$ cat src/rtl/i2s_pkg.sv
// Shared types and defaults for the I2S transmit arbiter.
package i2s_pkg;

  localparam int DW_DEFAULT = 16;
  localparam logic [15:0] UNDERRUN_CNT_MAX = 16'hFFFF;

  typedef enum logic [1:0] {
    MODE_S0  = 2'd0,
    MODE_S1  = 2'd1,
    MODE_RR  = 2'd2,
    MODE_MIX = 2'd3
  } mode_e;

  typedef enum logic [1:0] {
    ST_IDLE = 2'd0,
    ST_REQ  = 2'd1,
    ST_HOLD = 2'd2
  } state_e;

  typedef enum logic [1:0] {
    SRC_NONE = 2'b00,
    SRC_S0   = 2'b01,
    SRC_S1   = 2'b10,
    SRC_MIX  = 2'b11
  } src_e;

endpackage

$ cat src/rtl/edge_detect.sv
// Single-register edge detector for the transmitter word clock.
// Both edges are flagged combinationally in the cycle the new level is seen.
module edge_detect (
  input  logic clk_i2s,
  input  logic reset_n,
  input  logic sig,
  output logic fall,
  output logic rise
);

  logic sig_q;

  // NOTE: sequential state is always written with <= so every flop samples pre-edge values.
  always_ff @(posedge clk_i2s or negedge reset_n) begin
    if (!reset_n) sig_q <= 1'b0;
    else          sig_q <= sig;
  end

  assign fall = sig_q & ~sig;
  assign rise = ~sig_q & sig;

endmodule

$ cat src/rtl/i2s_tx_arbiter.sv
// Two-source sample arbiter feeding an I2S transmitter, framed by tx_lrclk.
// Optional mixing in mode 3 is built only when I2S_TX_MIX_EN is defined.
module i2s_tx_arbiter
  import i2s_pkg::*;
#(
  parameter int DW            = DW_DEFAULT,
  parameter bit UNDERRUN_HOLD = 1'b0
) (
  input  logic          clk_i2s,
  input  logic          reset_n,
  input  logic          enable,
  input  logic [1:0]    mode,
  input  logic          tx_lrclk,
  input  logic          s0_valid,
  input  logic          s1_valid,
  output logic          s0_ready,
  output logic          s1_ready,
  input  logic [DW-1:0] s0_data_l,
  input  logic [DW-1:0] s0_data_r,
  input  logic [DW-1:0] s1_data_l,
  input  logic [DW-1:0] s1_data_r,
  output logic [DW-1:0] tx_data_l,
  output logic [DW-1:0] tx_data_r,
  output logic          underrun,
  output logic [15:0]   underrun_cnt,
  output logic [1:0]    active_src
);

  logic   fall, rise;
  state_e state;
  mode_e  mode_q;
  logic   armed;
  logic   rr_ptr;          // 0: s0 is next in round-robin, 1: s1 is next
  logic   cap0, cap1;
  logic [DW-1:0] st0_l, st0_r, st1_l, st1_r;

  logic   mix_mode, rr_mode;
  logic   elig0, elig1, req_open, take0, take1, go_hold;
  logic [DW-1:0] nxt_l, nxt_r;
  src_e   nxt_src;

  edge_detect u_lrclk_edge (
    .clk_i2s (clk_i2s),
    .reset_n (reset_n),
    .sig     (tx_lrclk),
    .fall    (fall),
    .rise    (rise)
  );

`ifdef I2S_TX_MIX_EN
  function automatic logic [DW-1:0] sat_add(input logic [DW-1:0] a, input logic [DW-1:0] b);
    logic [DW:0] s;
    s = {a[DW-1], a} + {b[DW-1], b};
    if (s[DW] != s[DW-1])
      return s[DW] ? {1'b1, {(DW-1){1'b0}}} : {1'b0, {(DW-1){1'b1}}};
    return s[DW-1:0];
  endfunction

  assign mix_mode = (mode_q == MODE_MIX);
`else
  assign mix_mode = 1'b0;
`endif

  assign rr_mode = (mode_q == MODE_RR) || ((mode_q == MODE_MIX) && !mix_mode);

  // NOTE: every always_comb output gets a default first so no latch is inferred.
  always_comb begin
    elig0 = 1'b0;
    elig1 = 1'b0;
    case (mode_q)
      MODE_S0: elig0 = 1'b1;
      MODE_S1: elig1 = 1'b1;
      default: begin
        if (mix_mode) begin
          elig0 = 1'b1;
          elig1 = 1'b1;
        end else if (!rr_ptr) begin
          // Preferred source keeps the slot unless only the other one is offering.
          elig1 = ~s0_valid & s1_valid;
          elig0 = ~elig1;
        end else begin
          elig0 = ~s1_valid & s0_valid;
          elig1 = ~elig0;
        end
      end
    endcase
  end

  // The rise cycle closes the window so nothing lands after the frame is latched.
  assign req_open = (state == ST_REQ) && enable && !rise;
  assign s0_ready = req_open & elig0 & ~cap0;
  assign s1_ready = req_open & elig1 & ~cap1;
  assign take0    = s0_valid & s0_ready;
  assign take1    = s1_valid & s1_ready;
  assign go_hold  = mix_mode ? ((cap0 | take0) & (cap1 | take1)) : (take0 | take1);

  always_comb begin
    nxt_l   = st1_l;
    nxt_r   = st1_r;
    nxt_src = SRC_S1;
`ifdef I2S_TX_MIX_EN
    if (mix_mode) begin
      // Staging is zeroed at each fall, so a missing source adds zero.
      nxt_l   = sat_add(st0_l, st1_l);
      nxt_r   = sat_add(st0_r, st1_r);
      nxt_src = SRC_MIX;
    end else
`endif
    if (cap0) begin
      nxt_l   = st0_l;
      nxt_r   = st0_r;
      nxt_src = SRC_S0;
    end
  end

  // NOTE: staging registers sit on the async reset so a reset mid-frame can never leak old data.
  always_ff @(posedge clk_i2s or negedge reset_n) begin
    if (!reset_n) begin
      state        <= ST_IDLE;
      mode_q       <= MODE_S0;
      armed        <= 1'b0;
      rr_ptr       <= 1'b0;
      cap0         <= 1'b0;
      cap1         <= 1'b0;
      st0_l        <= '0;
      st0_r        <= '0;
      st1_l        <= '0;
      st1_r        <= '0;
      tx_data_l    <= '0;
      tx_data_r    <= '0;
      underrun     <= 1'b0;
      underrun_cnt <= '0;
      active_src   <= SRC_NONE;
    end else begin
      underrun <= 1'b0;
      if (fall) begin
        armed  <= 1'b1;
        mode_q <= mode_e'(mode);
        cap0   <= 1'b0;
        cap1   <= 1'b0;
        st0_l  <= '0;
        st0_r  <= '0;
        st1_l  <= '0;
        st1_r  <= '0;
        state  <= enable ? ST_REQ : ST_IDLE;
      end else begin
        if (take0) begin
          cap0  <= 1'b1;
          st0_l <= s0_data_l;
          st0_r <= s0_data_r;
        end
        if (take1) begin
          cap1  <= 1'b1;
          st1_l <= s1_data_l;
          st1_r <= s1_data_r;
        end
        if (rr_mode && take0)      rr_ptr <= 1'b1;
        else if (rr_mode && take1) rr_ptr <= 1'b0;

        if (rise || !enable)                     state <= ST_IDLE;
        else if (state == ST_REQ && go_hold)     state <= ST_HOLD;

        if (rise && armed) begin
          if (enable && state != ST_IDLE && (cap0 || cap1)) begin
            tx_data_l  <= nxt_l;
            tx_data_r  <= nxt_r;
            active_src <= nxt_src;
          end else if (enable && state != ST_IDLE) begin
            underrun <= 1'b1;
            if (underrun_cnt != UNDERRUN_CNT_MAX) underrun_cnt <= underrun_cnt + 16'd1;
            if (!UNDERRUN_HOLD) begin
              tx_data_l <= '0;
              tx_data_r <= '0;
            end
            active_src <= SRC_NONE;
          end else begin
            // Disabled frames go silent without being counted as underruns.
            tx_data_l  <= '0;
            tx_data_r  <= '0;
            active_src <= SRC_NONE;
          end
        end
      end
    end
  end

endmodule
$ cat config.mk
export PLATFORM = sky130hd
export DESIGN_NAME = i2s_tx_arbiter
export DESIGN_NICKNAME = d
export VERILOG_FILES = /design/src/rtl/i2s_pkg.sv /design/src/rtl/edge_detect.sv /design/src/rtl/i2s_tx_arbiter.sv
export SDC_FILE = /design/constraint.sdc
export NUM_CORES = 1
export LEC_CHECK = 0
export BUFFER_PORTS_ARGS = -buffer_cell sky130_fd_sc_hd__buf_2
export CAP_MARGIN = 20
export CORE_ASPECT_RATIO = 2
export CORE_MARGIN = 3
export CORE_UTILIZATION = 57
export DETAILED_ROUTE_END_ITERATION = 10
export PLACE_DENSITY_LB_ADDON = 0.2
export SLEW_MARGIN = 20
export SYNTH_ARGS = -nofsm -noshare
export SYNTH_HDL_FRONTEND = slang
export SYNTH_SLANG_ARGS = --single-unit
$ cat constraint.sdc
create_clock -name clk_i2s -period 2.8 [get_ports clk_i2s]
set_clock_uncertainty 0.05 [all_clocks]
set_input_delay 0.14 -clock clk_i2s [delete_from_list [all_inputs] [get_ports clk_i2s]]
set_output_delay 0.14 -clock clk_i2s [all_outputs]
set_load 0.005 [all_outputs]
==> flow_metrics.tcl, run 1 <==
set metrics [dict create \
    switching_share 0.218 \
    io-pin-count 125 \
    postSynthAreaPerCell_sq_um 12.3 \
    maxSlewHeadroom 0.420 \
    startpoint_type "input pin" \
    synthAdderAreaFrac 0.00249 \
    postSynthCellCount 408 \
    synthToLayoutAreaGrowth_pct 40.6 \
    cts.sinks 124 \
    fin_cells 716 \
    grt_usage 0.287 \
    hold_class "in2reg" \
    cts_inserted_buffers 17 \
    pre_cts_slack_ns 0.702 \
    power.density_mw_per_mm2 637 \
    critPathMaxStageDelay_ns 0.55 \
    crit_chain "dlygate4sd3_1, buf_2, nor2b_1, or3_1, a211oi_2, and3_1, buf_4, a22o_1" \
    initial_core_util 0.597 \
    placedInstanceArea_sq_mm 0.00576 \
    endpoint_kind "flop" \
    synth_nets 481 \
    core_sq_mm 0.00841 \
    clock_tree.root_cell "clkbuf_16" \
    antenna_found_initial 0 \
    ys_ff_latch 124 \
    crit_buf_inv 3 \
    die_w_um 72.4 \
    htree_levels 4 \
    finalCritPeriodShare 0.809 \
    synth_warnings 0 \
    fp-row-count 47 \
    design_area_sq_mm 0.00706 \
    wl_mm 13.8 \
    crit_required_ns 3.08 \
    fmax_mhz 442 \
    post-cts-setup-buffers 0 \
    grt_pass1_wl_mm 22.4 \
    overflow 0 \
    setup_tns_ns 0 \
    muxShareOfSynthArea 0.0661 \
    crit_fanout 32 \
    hold_viol 0 \
    ys_types 39 \
    irDropWorstVdd_v 0.000529 \
    grt_max_degree 61 \
    synth_top_family_by_area "compound AO/OA/AOI/OAI gates" \
    vias 4196 \
    path_clk_slew_ns 0.05 \
    dp_hpwl_mm 8.30 \
    max-cap-violations 0 \
    cts_tree "yes" \
    post_drt_via_cell_ratio 5.86 \
    post-route-drc-count 0 \
    clk_path_buf_depth 2 \
    dr.pass1.iters 7 \
    cts_hold_buffers 68 \
    grt_setup_unrepaired "false" \
    io_buffer_count 124 \
    nFillCells 463 \
    synth-compound-area-share 0.145 \
    cp.arrival_ns 2.55 \
    dr.first_iter.drc_count 368 \
    ant_nets 0 \
    p_sw_uw 982 \
    internal_power_uw 3520 \
    seqPwrFrac 0.423 \
    die_area_sq_mm 0.0100 \
    synth_area_sq_mm 0.00502 \
    clockPowerShare 0.501 \
    nets 678 \
    drive_above_1_share 0.282 \
    wl_per_cell_um 19.2 \
    grt_pass1_vias 4572 \
    p_comb_frac 0.076 \
    worstSetupPathType "in2reg" \
    synth-seq-area-share 0.618 \
    synth-simple-area-share 0.0883 \
    drv_slew 0 \
    antenna_cells 0 \
    die_y_um 139 \
    setup_ws_ns 0.536 \
    slowest_stage "dlygate4sd3_1" \
    dp_cells 616 \
    setup_viol_count_final 0 \
    synth_xor_area_frac 0.0244 \
    status "complete, no violations" \
    critPathTopFamily "buffers and inverters" \
    p_leak_uw 0.00407 \
    gp_congestion 0.875 \
    tightest_slew_ns 0.868 \
    postCtsResizedCells 0 \
    fin_crit_ns 2.26 \
    clk_latency_ns 0.40 \
]
[metrics by stage]
| stage | util | hold WS [ns] | power (uW) |
|---|---|---|---|
| 6_report | 0.839 | 0.0279 | 4500 |
| 5_1_grt | 0.839 | 0.0345 | 4640 |
| 4_1_cts | 0.839 | 0.00781 | 4530 |
| 3_5_place_dp | 0.684 | 0.208 | 2190 |
| 3_3_place_gp | 0.684 | 0.192 | 2180 |
| 2_1_floorplan | - | -0.206 | 2040 |
[cell type report]
class / count / area, sq um / area share
flip-flops and latches: 124 / 3100 / 0.440
clock inverters: 10 / 138 / 0.0195
multi-input cells: 220 / 1670 / 0.236
well taps: 98 / 123 / 0.0174
clock buffers: 22 / 484 / 0.0686
repair buffers: 202 / 1390 / 0.197
inverters: 40 / 150 / 0.0213
[worst paths after layout]
path / startpoint / to / slack, ns / cells past startpoint
worst max register to register: u_lrclk_edge.sig_q / st1_l[12] / 0.65 / 6
min in group asynchronous: reset_n / mode_q[0] / 0.33 / 2
worst min register to register: mode_q[0] / mode_q[0] / 0.43 / 2
worst max-delay path: tx_lrclk / st1_l[12] / 0.54 / 8
worst min-delay path: enable / state[1] / 0.03 / 3
max in group asynchronous: reset_n / tx_data_l[12] / 1.64 / 3
[power groups by stage]
stage | logic [uW] | registers [uW] | clock network [uW]
after global routing | 373 | 1910 | 2360
after floorplan | 117 | 1920 | 0
after detailed placement | 262 | 1930 | 0
final | 340 | 1900 | 2260
after CTS | 340 | 1900 | 2290
after global placement | 254 | 1930 | 0
[worst register-to-register path, stage by stage (launching register included)]
cell	delay, ns
dfrtp_1	0.41
nor2b_1	0.11
or3_1	0.39
a211oi_2	0.35
and3_1	0.21
buf_4	0.33
a22o_1	0.22
[synth_stat cells]
library cell  count  area (sq um)
a2111o_1          1          11.3
a211oi_2          1          12.5
a21o_1            2          15.0
a21oi_1           4          20.0
a222oi_1         32           320
a22o_1           32           280
a311o_1           1          10.0
a311oi_2          1          15.0
a31o_2            1          8.76
and2_1            1          6.26
and3_1            6          37.5
buf_2             8          40.0
buf_4             1          7.51
buf_6             3          33.8
clkbuf_1         12          45.0
clkinv_1          2          7.51
dfrtp_1         124          3100
ha_1              1          12.5
inv_1            38           143
mux2_1            1          11.3
mux2i_1          32           320
nand2_1          10          37.5
nand2b_1          5          31.3
nand3_1          10          50.1
nand3b_1          1          7.51
nand3b_4          1          20.0
nand4_1           2          12.5
nor2_1           43           161
nor2b_1           3          18.8
nor3_1            3          15.0
nor4_1            3          18.8
nor4b_1           1          8.76
o2111ai_1         1          8.76
o211ai_1          1          7.51
o21ai_1           4          20.0
or3_1             1          6.26
or4_4             1          11.3
xnor2_1           5          43.8
xor2_1            9          78.8
[layer usage]
metal,global-route usage,routed length [um]
met5,0,0
met1,0.321,4960
met2,0.503,7740
met3,0.0639,673
met4,0.130,397
[cell families (layout without fill, tap and decap cells)]
group,Yosys count,after routing
DFF,124,124
AOI/OAI and AO/OA,81,81
adders and majority gates,1,1
buffers and inverters,64,274
muxes,33,33
xor gates and xnor gates,14,14
and+or+nand+nor,91,91
[state kept, by name, summed over array words and instances, names as in the netlist]
name,cells
st1_r,16
st1_l,16
mode_q,2
cap1,1
tx_data_l,16
state,2
armed,1
rr_ptr,1
cap0,1
st0_r,16
u_lrclk_edge.sig_q,1
underrun_cnt,16
st0_l,16
tx_data_r,16
underrun,1
active_src,2
[cells in the final DEF (no fill, tap or decap), types with 5 or more instances in the layout]
| cell | netlist | routed |
|---|---|---|
| a22o_1 | 32 | 32 |
| xor2_1 | 9 | 9 |
| dfrtp_1 | 124 | 124 |
| inv_1 | 38 | 38 |
| nand3_1 | 10 | 10 |
| clkbuf_16 | 0 | 17 |
| a222oi_1 | 32 | 32 |
| dlygate4sd3_1 | 0 | 68 |
| nor2_1 | 43 | 43 |
| nand2b_1 | 5 | 5 |
| nand2_1 | 10 | 10 |
| buf_4 | 1 | 10 |
| mux2i_1 | 32 | 32 |
| and3_1 | 6 | 6 |
| buf_2 | 8 | 123 |
| xnor2_1 | 5 | 5 |
(Power assumes the default switching activity.)
==> inputs of run 2 (changes only) <==
--- a/config.mk
+++ b/config.mk
@@ -9,7 +9,7 @@
 export CAP_MARGIN = 20
 export CORE_ASPECT_RATIO = 2
 export CORE_MARGIN = 3
-export CORE_UTILIZATION = 57
+export CORE_UTILIZATION = 53
 export DETAILED_ROUTE_END_ITERATION = 10
 export PLACE_DENSITY_LB_ADDON = 0.2
 export SLEW_MARGIN = 20
==> constraint.sdc (replaced) <==
create_clock -name clk_i2s -period 2.2 [get_ports clk_i2s]
set_clock_uncertainty 0.05 [all_clocks]
set_input_delay 0.11 -clock clk_i2s [delete_from_list [all_inputs] [get_ports clk_i2s]]
set_output_delay 0.11 -clock clk_i2s [all_outputs]
set_load 0.005 [all_outputs]
==> flow_metrics.tcl, run 2 (synthesis gave the netlist of run 1 again) <==
set metrics [dict create \
    status "complete, no violations" \
    fin_crit_ns 2.06 \
    worstSetupPathType "in2reg" \
    slowest_stage "dlygate4sd3_1" \
    power.density_mw_per_mm2 809 \
    overflow 0 \
    fin_util 0.780 \
    io-pin-count 125 \
    setup_tns_ns 0 \
    hp-start "tx_lrclk" \
    seqPwrFrac 0.420 \
    grt_pass1_wl_mm 21.8 \
    internal_power_uw 4550 \
    vias 4222 \
    wl_per_cell_um 19.4 \
    rrSetupSlack_ns 0.16 \
    die_y_um 144 \
    fmax_mhz 485 \
    antenna_found_initial 0 \
    clk_latency_ns 0.40 \
    startpoint_type "input pin" \
    p_total_uw 5770 \
    io_buffer_count 124 \
    grt_pass1_vias 4394 \
    hold_viol 0 \
    drv_slew 0 \
    p_comb_frac 0.077 \
    finalCritPeriodShare 0.937 \
    cts_inserted_buffers 17 \
    dr.first_iter.drc_count 430 \
    crit_chain "dlygate4sd3_1, buf_2, clkinv_1, or3_1, a211oi_4, and3_2, buf_6, a22o_1" \
    cts.sinks 124 \
    gp_congestion 0.769 \
    reg2reg_to "st1_l[4]" \
    final_common_cell "dfrtp_1" \
    fp-row-count 49 \
    htree_levels 4 \
    post-route-drc-count 0 \
    clk_path_buf_depth 2 \
    core_sq_mm 0.00914 \
    grt_max_degree 59 \
    final_cell_mix "124 x dfrtp_1, 123 x buf_2, 69 x dlygate4sd3_1" \
    endpoint_kind "flop" \
    initial_core_util 0.549 \
    rr_startpoint "u_lrclk_edge.sig_q" \
    grt_setup_unrepaired "false" \
    nets 682 \
    cp.arrival_ns 2.34 \
    path_clk_slew_ns 0.05 \
    p_sw_uw 1220 \
    maxSlewHeadroom 0.626 \
    crit_required_ns 2.48 \
    setup_viol_count_final 0 \
    clockPowerShare 0.503 \
    max-cap-violations 0 \
    clock_tree.root_cell "clkbuf_16" \
    grt_usage 0.271 \
    drive_above_1_share 0.282 \
    post_drt_via_cell_ratio 5.84 \
    holdPathStages 4 \
    die_area_sq_mm 0.0107 \
    dr.pass1.iters 6 \
    crit_fanout 20 \
    r2r_cells 6 \
    synthToLayoutAreaGrowth_pct 42.0 \
    p_leak_uw 0.00410 \
    cts_tree "yes" \
    dp_hpwl_mm 8.27 \
    hold_end "underrun" \
    die_w_um 74.8 \
    tightest_slew_ns 0.560 \
    irDropWorstVdd_v 0.000663 \
    switching_share 0.211 \
    hold_class "in2reg" \
    ant_nets 0 \
    critPathMaxStageDelay_ns 0.52 \
    wl_mm 14.0 \
]
-- run 2: metal layers --
| layer | share of wire | track usage | vias up |
|---|---|---|---|
| li1 | - | - | 1882 |
| met1 | 0.36 | 0.311 | 2104 |
| met2 | 0.56 | 0.471 | 205 |
| met3 | 0.057 | 0.0644 | 31 |
| met4 | 0.028 | 0.114 | 0 |
| met5 | 0 | 0 | - |
-- run 2: stage by stage --
step           cells  worst slack (ns)  instance area [sq um]  hold WS [ns]
2_1_floorplan    408             0.359                   5020        -0.236
3_3_place_gp     621             0.190                   5780        0.0860
3_5_place_dp     621             0.116                   5780        0.0939
4_1_cts          720            0.0626                   7090         0.146
5_1_grt          722            0.0582                   7120         0.172
6_report         723             0.138                   7120         0.167
-- run 2: critical path: cells and delay by family --
family          cells  cell delay, ns
buf+inv             4            0.98
simple gates        2            0.75
compound gates      2            0.50
-- run 2: worst max-delay path by stage --
stage,startpoint,endpoint
after detailed placement,rr_ptr,st1_r[5]
after floorplan,u_lrclk_edge.sig_q,underrun_cnt[1]
final,enable,st1_l[4]
after global placement,rr_ptr,st1_l[0]
after CTS,rr_ptr,st1_l[4]
after global routing,enable,st1_l[4]
-- run 2: area by class of cell --
cell class	instances	area (sq um)
clock buffer	22	474
fill	548	2010
clock inverter	8	140
tap	102	128
sequential	124	3100
antenna	1	2.50
multi-input combinational	221	1690
inverter	40	150
timing repair buffer	205	1430
-- run 2: repair_timing --
item	in CTS	in global routing
hold buffers	69	0
endpoints found under the hold margin	111	0
setup buffers	0	1
resized for setup	0	4
setup endpoints to repair	0	19
-- run 2: power groups by stage --
stage	clock (uW)	combinational, uW	sequential, uW
finish	2900	442	2420
CTS	2940	432	2420
global route	3050	488	2430
floorplan	0	148	2440
global placement	0	323	2450
detailed placement	0	335	2460
